--- src/rtl/lsu_ctrl_pkg.sv ---
// Shared definitions for the MEM-stage load/store controller: RV32I width
// codes, memory access-size codes, FSM states and the default data-memory window.
package lsu_ctrl_pkg;

   localparam logic [2:0] F3_B  = 3'b000;
   localparam logic [2:0] F3_H  = 3'b001;
   localparam logic [2:0] F3_W  = 3'b010;
   localparam logic [2:0] F3_BU = 3'b100;
   localparam logic [2:0] F3_HU = 3'b101;

   localparam logic [1:0] SIZE_BYTE = 2'd0;
   localparam logic [1:0] SIZE_HALF = 2'd1;
   localparam logic [1:0] SIZE_WORD = 2'd2;

   // Must match the base used by the data-memory address translation.
   localparam logic [31:0] DMEM_BASE_DEFAULT  = 32'h0100_0000;
   localparam logic [31:0] DMEM_BYTES_DEFAULT = 32'h0010_0000;

   typedef enum logic [1:0] {
      ST_IDLE   = 2'd0,
      ST_ACCESS = 2'd1,
      ST_SPLIT  = 2'd2
   } lsu_state_t;

   function automatic logic [2:0] size_bytes(input logic [1:0] size);
      case (size)
         SIZE_BYTE: return 3'd1;
         SIZE_HALF: return 3'd2;
         default:   return 3'd4;
      endcase
   endfunction

   function automatic logic funct3_legal(input logic [2:0] f3);
      return (f3 == F3_B) || (f3 == F3_H) || (f3 == F3_W) ||
             (f3 == F3_BU) || (f3 == F3_HU);
   endfunction

endpackage

--- src/rtl/lsu_load_align.sv ---
// Extracts the loaded value from the low lanes of a little-endian word and
// sign/zero-extends it according to the RV32I load width code.
module lsu_load_align
   import lsu_ctrl_pkg::*;
(
   input  logic [2:0]  funct3,
   input  logic [31:0] word,
   output logic [31:0] data
);

   always_comb begin
      case (funct3)
         F3_B:    data = {{24{word[7]}}, word[7:0]};
         F3_H:    data = {{16{word[15]}}, word[15:0]};
         F3_BU:   data = {24'd0, word[7:0]};
         F3_HU:   data = {16'd0, word[15:0]};
         F3_W:    data = word;
         default: data = word;
      endcase
   end

endmodule

--- src/rtl/lsu_ctrl.sv ---
// MEM-stage load/store controller driving a combinational data memory.
// Define LSU_MISALIGN_TRAP_EN to fault misaligned accesses instead of splitting them.
module lsu_ctrl
   import lsu_ctrl_pkg::*;
#(
   parameter logic [31:0] DMEM_BASE  = DMEM_BASE_DEFAULT,
   parameter logic [31:0] DMEM_BYTES = DMEM_BYTES_DEFAULT
) (
   input  logic        clock,
   input  logic        reset,
   input  logic        req_valid,
   output logic        req_ready,
   input  logic        req_store,
   input  logic [2:0]  req_funct3,
   input  logic [31:0] req_addr,
   input  logic [31:0] req_wdata,
   output logic        resp_valid,
   output logic        resp_fault,
   output logic [31:0] resp_data,
   output logic [31:0] dmem_address,
   output logic        dmem_read_write,
   output logic [31:0] dmem_data_in,
   output logic [1:0]  dmem_access_size,
   input  logic [31:0] dmem_data_out
);

   // Handshake: a request transfers on a rising edge with req_valid && req_ready;
   // req_ready is high only in IDLE and req_* are sampled only on that edge.

   lsu_state_t  state, next_state;
   logic        accept;
   logic        req_fault, req_range_bad, req_misaligned;
   logic [2:0]  req_bytes;
   logic [32:0] req_last, win_last;

   logic [2:0]  f3_q, f3_d;
   logic        store_q, store_d;
   logic [31:0] load_word, load_data;

   logic        resp_valid_d, resp_fault_d;
   logic [31:0] resp_data_d;
   logic [31:0] dmem_address_d, dmem_data_in_d;
   logic        dmem_read_write_d;
   logic [1:0]  dmem_access_size_d;

`ifndef LSU_MISALIGN_TRAP_EN
   logic [1:0]  cnt_q, cnt_d, last_q, last_d;
   logic [31:0] wdata_q, wdata_d, asm_q, asm_d, asm_next;
`endif

   assign req_ready = (state == ST_IDLE);
   assign accept    = req_valid && req_ready;

   // Bounds are compared at 33 bits so an access near 2^32 cannot wrap into range.
   assign req_bytes     = size_bytes(req_funct3[1:0]);
   assign req_last      = {1'b0, req_addr} + {30'd0, req_bytes} - 33'd1;
   assign win_last      = {1'b0, DMEM_BASE} + {1'b0, DMEM_BYTES} - 33'd1;
   assign req_range_bad = (req_addr < DMEM_BASE) || (req_last > win_last);
   assign req_misaligned = ((req_funct3[1:0] == SIZE_HALF) && req_addr[0]) ||
                           ((req_funct3[1:0] == SIZE_WORD) && (req_addr[1:0] != 2'b00));

`ifdef LSU_MISALIGN_TRAP_EN
   assign req_fault = !funct3_legal(req_funct3) || req_range_bad || req_misaligned;
   assign load_word = dmem_data_out;
`else
   assign req_fault = !funct3_legal(req_funct3) || req_range_bad;
   assign load_word = (state == ST_SPLIT) ? asm_next : dmem_data_out;

   // Byte k of a split access lands in lane k of the assembled word.
   always_comb begin
      asm_next = asm_q;
      asm_next[{cnt_q, 3'b000} +: 8] = dmem_data_out[7:0];
   end
`endif

   lsu_load_align u_load_align (
      .funct3 (f3_q),
      .word   (load_word),
      .data   (load_data)
   );

   always_ff @(posedge clock) begin
      if (reset) state <= ST_IDLE;
      else       state <= next_state;
   end

   always_comb begin
      next_state = state;
      case (state)
         ST_IDLE: begin
            if (accept && !req_fault) begin
`ifdef LSU_MISALIGN_TRAP_EN
               next_state = ST_ACCESS;
`else
               next_state = req_misaligned ? ST_SPLIT : ST_ACCESS;
`endif
            end
         end
         ST_ACCESS: next_state = ST_IDLE;
`ifndef LSU_MISALIGN_TRAP_EN
         ST_SPLIT:  if (cnt_q == last_q) next_state = ST_IDLE;
`endif
         default:   next_state = ST_IDLE;
      endcase
   end

   // Next values for every registered output; the memory sees them one cycle later.
   always_comb begin
      f3_d               = f3_q;
      store_d            = store_q;
      resp_valid_d       = 1'b0;
      resp_fault_d       = 1'b0;
      resp_data_d        = 32'd0;
      dmem_address_d     = dmem_address;
      dmem_data_in_d     = dmem_data_in;
      dmem_access_size_d = dmem_access_size;
      dmem_read_write_d  = 1'b0;
`ifndef LSU_MISALIGN_TRAP_EN
      cnt_d   = cnt_q;
      last_d  = last_q;
      wdata_d = wdata_q;
      asm_d   = asm_q;
`endif
      case (state)
         ST_IDLE: begin
            if (accept) begin
               f3_d    = req_funct3;
               store_d = req_store;
               if (req_fault) begin
                  resp_valid_d = 1'b1;
                  resp_fault_d = 1'b1;
               end
`ifndef LSU_MISALIGN_TRAP_EN
               else if (req_misaligned) begin
                  dmem_address_d     = req_addr;
                  dmem_read_write_d  = req_store;
                  dmem_access_size_d = SIZE_BYTE;
                  dmem_data_in_d     = {24'd0, req_wdata[7:0]};
                  cnt_d   = 2'd0;
                  last_d  = (req_funct3[1:0] == SIZE_HALF) ? 2'd1 : 2'd3;
                  wdata_d = req_wdata;
                  asm_d   = 32'd0;
               end
`endif
               else begin
                  dmem_address_d     = req_addr;
                  dmem_read_write_d  = req_store;
                  dmem_access_size_d = req_funct3[1:0];
                  dmem_data_in_d     = req_wdata;
               end
            end
         end
         ST_ACCESS: begin
            resp_valid_d = 1'b1;
            resp_data_d  = store_q ? 32'd0 : load_data;
         end
`ifndef LSU_MISALIGN_TRAP_EN
         ST_SPLIT: begin
            asm_d = asm_next;
            if (cnt_q == last_q) begin
               resp_valid_d = 1'b1;
               resp_data_d  = store_q ? 32'd0 : load_data;
            end else begin
               cnt_d             = cnt_q + 2'd1;
               dmem_address_d    = dmem_address + 32'd1;
               dmem_read_write_d = store_q;
               dmem_data_in_d    = {24'd0, wdata_q[{cnt_d, 3'b000} +: 8]};
            end
         end
`endif
         default: ;
      endcase
   end

   always_ff @(posedge clock) begin
      if (reset) begin
         f3_q             <= 3'd0;
         store_q          <= 1'b0;
         resp_valid       <= 1'b0;
         resp_fault       <= 1'b0;
         resp_data        <= 32'd0;
         dmem_address     <= 32'd0;
         dmem_data_in     <= 32'd0;
         dmem_access_size <= 2'd0;
         dmem_read_write  <= 1'b0;
`ifndef LSU_MISALIGN_TRAP_EN
         cnt_q   <= 2'd0;
         last_q  <= 2'd0;
         wdata_q <= 32'd0;
         asm_q   <= 32'd0;
`endif
      end else begin
         f3_q             <= f3_d;
         store_q          <= store_d;
         resp_valid       <= resp_valid_d;
         resp_fault       <= resp_fault_d;
         resp_data        <= resp_data_d;
         dmem_address     <= dmem_address_d;
         dmem_data_in     <= dmem_data_in_d;
         dmem_access_size <= dmem_access_size_d;
         dmem_read_write  <= dmem_read_write_d;
`ifndef LSU_MISALIGN_TRAP_EN
         cnt_q   <= cnt_d;
         last_q  <= last_d;
         wdata_q <= wdata_d;
         asm_q   <= asm_d;
`endif
      end
   end

endmodule
--- config.mk ---
export PLATFORM = sky130hd
export DESIGN_NAME = lsu_ctrl
export DESIGN_NICKNAME = d
export VERILOG_FILES = /design/src/rtl/lsu_ctrl_pkg.sv /design/src/rtl/lsu_load_align.sv /design/src/rtl/lsu_ctrl.sv
export SDC_FILE = /design/constraint.sdc
export NUM_CORES = 1
export LEC_CHECK = 0
export CORE_ASPECT_RATIO = 0.6
export CORE_MARGIN = 4
export CORE_UTILIZATION = 49
export CTS_BUF_LIST = sky130_fd_sc_hd__clkbuf_4 sky130_fd_sc_hd__clkbuf_8
export DETAILED_ROUTE_END_ITERATION = 8
export HOLD_SLACK_MARGIN = 0.06
export MAX_ROUTING_LAYER = met4
export PLACE_DENSITY = 0.8
export SLEW_MARGIN = 20
export SYNTH_ARGS = -nofsm -noshare
export SYNTH_HDL_FRONTEND = slang
export SYNTH_SLANG_ARGS = --single-unit
--- constraint.sdc ---
create_clock -name clock -period 6.75 [get_ports clock]
set_input_delay 1.35 -clock clock [delete_from_list [all_inputs] [get_ports clock]]
set_output_delay 1.35 -clock clock [all_outputs]
set_load 0.05 [all_outputs]
==> summary.md <==
| Metric | Value |
|---|---|
| Sequential share of the synthesized area | 35.5% |
| Clock Tree Root | clkbuf_8 |
| First-pass GRT wire length | 49400 um |
| Setup CP Type | input port to register |
| CTS Buffer Depth | 2 |
| CP Cell Sequence | clkdlybuf4s50_1 -> or2_2 -> ha_1 -> inv_1 -> ha_1 -> inv_1 -> fa_1 -> nor2b_1 -> o31ai_1 -> a211o_1 -> a21oi_1 -> o211ai_1 -> a41oi_1 -> nor4_4 -> a21oi_4 -> buf_4 -> a21oi_1 -> o32ai_1 |
| Initial antenna violation count | 0 |
| Mapped Area | 9870 um2 |
| Sw frac | 27.1% |
| Number of remaining DRC errors | 0 |
| Nets@finish | 1542 |
| CTS Sinks | 175 |
| Placeable Area | 19400 um2 |
| Ant diodes | 0 |
| Max_slew headroom | 32.7% |
| Worst Skew | 16.1 ps |
| Syn avg cell area | 8.04 um2 |
| Synthesized flop and latch total | 175 |
| # setup viols final | 0 |
| Final GP Congestion | 0.994 |
| Gr usage total | 27.6% |
| Placed Instance Area | 12100 um2 |
| CP peak stage delay | 820 ps |
| Max cap viols | 0 |
| Placed instance count | 1636 |
| Worst reg2reg path depth | 11 |
| CP max-delay cell | a21oi_4 |
| Hold-fix buffers at CTS | 0 |
| Clk network pwr share | 37.0% |
| Chip width | 191 um |
| Post_cts resized | 0 |
| Via count of the first global-routing pass | 9172 |
| Post-Route Setup TNS | 0 ps |
| Cts bufs inserted | 17 |
| Unrepaired setup endpoints after global routing | no |
| Maximum number of pins on one net before global-route repair | 75 |
| Hpwl dp | 22900 um |
| Main synth FF type | dfxtp_1 |
| Core Rows | 39 |
| Status | completed |
| Gr ovfl total | 0 |
| Cell variety after synth | 71 |
| NetSw | 0.000586 W |
| Vias post-DR | 10100 |
| Internal | 0.00158 W |
| Simple-gate share of the synthesized area | 19.7% |
| Async SR Flop Fraction | 0% |
| Post-CTS Setup Bufs | 0 |
| Final std cells w/o fill | 1668 |
| Xor/xnor cell area share of the yosys netlist | 0.355% |
| Fill count | 1693 |
| EDFF count, synth | 0 |
| Worst IR Drop VDD | 0.149 mV |
| Combinational fraction of design power | 15.1% |
| Synth-to-Final Area Change | 26.8% |
| Largest family of logic cells by synthesized area | compound AO/OA/AOI/OAI gates |
| Minimum clock period | 5640 ps |
| Crit path required time | 7120 ps |
| Sequential Power Share | 47.9% |
| Clock-pin slew on the worst setup and hold paths | 90 ps |
| H-tree depth | 4 |
| DRT Wirelength | 31300 um |
| WHS Path Cells | 2 |
| Adder-cell share of the synthesized area | 6.41% |
| Pins Over Slew Limit | 0 |
| Initial core utilization | 50.8% |
| CTS tree | done |
| Routed WL per cell | 18.7 um |
| First-pass detailed-route iteration total | 6 |
| Worst slew pin tran | 1010 ps |
| CP endpoint kind | register |
| Port bufs | 204 |
| Final core occ | 64.5% |
| Design Area, Final | 12500 um2 |
| Critical Path Start Type | input port |
| Hold/Removal Path Class | register to register |
| DRT antenna net count | 0 |
| Crit path DAT | 6010 ps |
| Final hold violations | 0 |
| Iter 0 DRT Violations | 1042 |
| Layout cells sized above 1 | 6.13% |
| Post-synthesis compound-gate area fraction | 24.4% |
| Post-Syn Instances | 1227 |
| Die area | 22600 um2 |
| DR vias/cell | 6.03 |
| P_leak | 4.52 nW |
| Peak Freq | 0.177 GHz |
| Ys Warns | 0 |
| Die Ht | 118 um |
| Clk Latency, worst-skew pair | 480 ps |
| I/O Pins | 205 |
| Mux share of post-synthesis cell area | 7.76% |
| Final cycle utilization of the critical path | 83.6% |
| Power density cells | 173 nW/um2 |
| Syn Nets | 1380 |
| Worst Path Max Fanout | 33 |
-- worst max-delay path: cells and delay by family --
kind | cells | cell delay (ps)
compound gates | 8 | 2290
fa+ha+maj | 3 | 710
buf+inv | 4 | 1040
simple gates | 3 | 600
-- per-stage QoR --
stage                     total power [W]  setup WS, ps  hold slack, ps
final                             0.00217          1110             454
after global routing              0.00226           834             481
after CTS                         0.00217          1200             457
after detailed placement          0.00138           709             445
after global placement            0.00138           855             439
after floorplan                   0.00125          2000             432
-- kinds of logic after synthesis --
family,count (synthesis)
flops,175
mux,65
fa+ha+maj,50
simple gates,418
buf+inv,148
xor+xnor,4
compound gates,367
-- routing by layer --
layer,vias to the layer above,track usage (%),share of wire [%]
met4,0,6.46,1.0
met3,24,6.55,9.3
met1,4788,41.6,50
met5,-,-,0
met2,466,36.9,40
li1,4773,-,-
-- cell type report --
type	instances	area, um2	share of cell area [%]
Tap cell	266	333	2.66
Clock inverter	9	130	1.04
Sequential cell	175	3500	28.0
Inverter	75	282	2.25
Clock buffer	23	298	2.38
Multi-Input combinational cell	904	5820	46.5
Timing Repair Buffer	216	2150	17.2
-- state kept, by name (all words and copies together), names as in the netlist, 2 cells and up --
name and cells:
dmem_data_in 32, last_q 2, wdata_q 32, dmem_access_size 2, state 2, cnt_q 2, resp_data 32, f3_q 3
asm_q 32, dmem_address 32
-- power groups by stage --
stage                     logic (W)  registers [W]  clock network [W]
after detailed placement   0.000317        0.00106                  0
final                      0.000327        0.00104           0.000802
after CTS                  0.000319        0.00104           0.000813
after floorplan            0.000183        0.00106                  0
after global placement     0.000316        0.00106                  0
after global routing       0.000354        0.00104           0.000864
-- Yosys cell counts (4+ instances only) --
cell | number | area, um2
o221ai_1 | 8 | 70.1
nor4_1 | 8 | 50.1
ha_1 | 49 | 613
nor3_1 | 29 | 145
mux2_2 | 12 | 135
or4_1 | 5 | 37.5
nor2_1 | 115 | 432
o211ai_1 | 9 | 67.6
and3_1 | 6 | 37.5
o31ai_1 | 4 | 30.0
a21oi_1 | 145 | 726
dfxtp_1 | 175 | 3500
mux4_2 | 8 | 180
or2_2 | 5 | 31.3
a31oi_1 | 4 | 25.0
a221o_1 | 5 | 50.1
nand2_1 | 151 | 567
nor4b_1 | 4 | 35.0
o32ai_1 | 22 | 193
a21boi_0 | 17 | 128
o22ai_1 | 6 | 37.5
inv_1 | 72 | 270
or3_1 | 5 | 31.3
buf_2 | 9 | 45.0
o21a_1 | 6 | 45.0
a22oi_1 | 19 | 143
a21o_1 | 5 | 37.5
mux2i_1 | 45 | 450
nand4_1 | 12 | 75.1
nand3_1 | 49 | 245
a211oi_1 | 16 | 120
a22o_1 | 13 | 114
a211o_1 | 7 | 61.3
o211a_1 | 12 | 120
nand2b_1 | 5 | 31.3
clkbuf_1 | 55 | 206
o21ai_0 | 44 | 220
buf_1 | 6 | 22.5
nor2b_1 | 6 | 37.5
-- cell usage in the layout, fill, tap and decap left out, types with 7 or more instances in the layout --
cell type,n
clkdlybuf4s50_1,203
dfxtp_1,175
nand2_1,151
a21oi_1,144
nor2_1,114
inv_1,72
nand3_1,49
ha_1,48
mux2i_1,45
o21ai_0,44
nor3_1,29
o32ai_1,22
clkbuf_8,20
a22oi_1,19
a21boi_0,17
a211oi_1,16
a22o_1,13
nand4_1,12
o211a_1,12
mux2_2,12
buf_4,11
o211ai_1,9
nor4_1,8
o221ai_1,8
mux4_2,8
a211o_1,7
-- final timing paths --
check / from / endpoint / slack, ps
max reg2reg: cnt_q[0] / resp_data[24] / 2870
min: dmem_data_in[21] / dmem_data_in[21] / 450
max: req_funct3[0] / dmem_address[4] / 1110
min reg2reg: dmem_data_in[21] / dmem_data_in[21] / 450
Note: power is estimated with default switching activity, not from simulation.
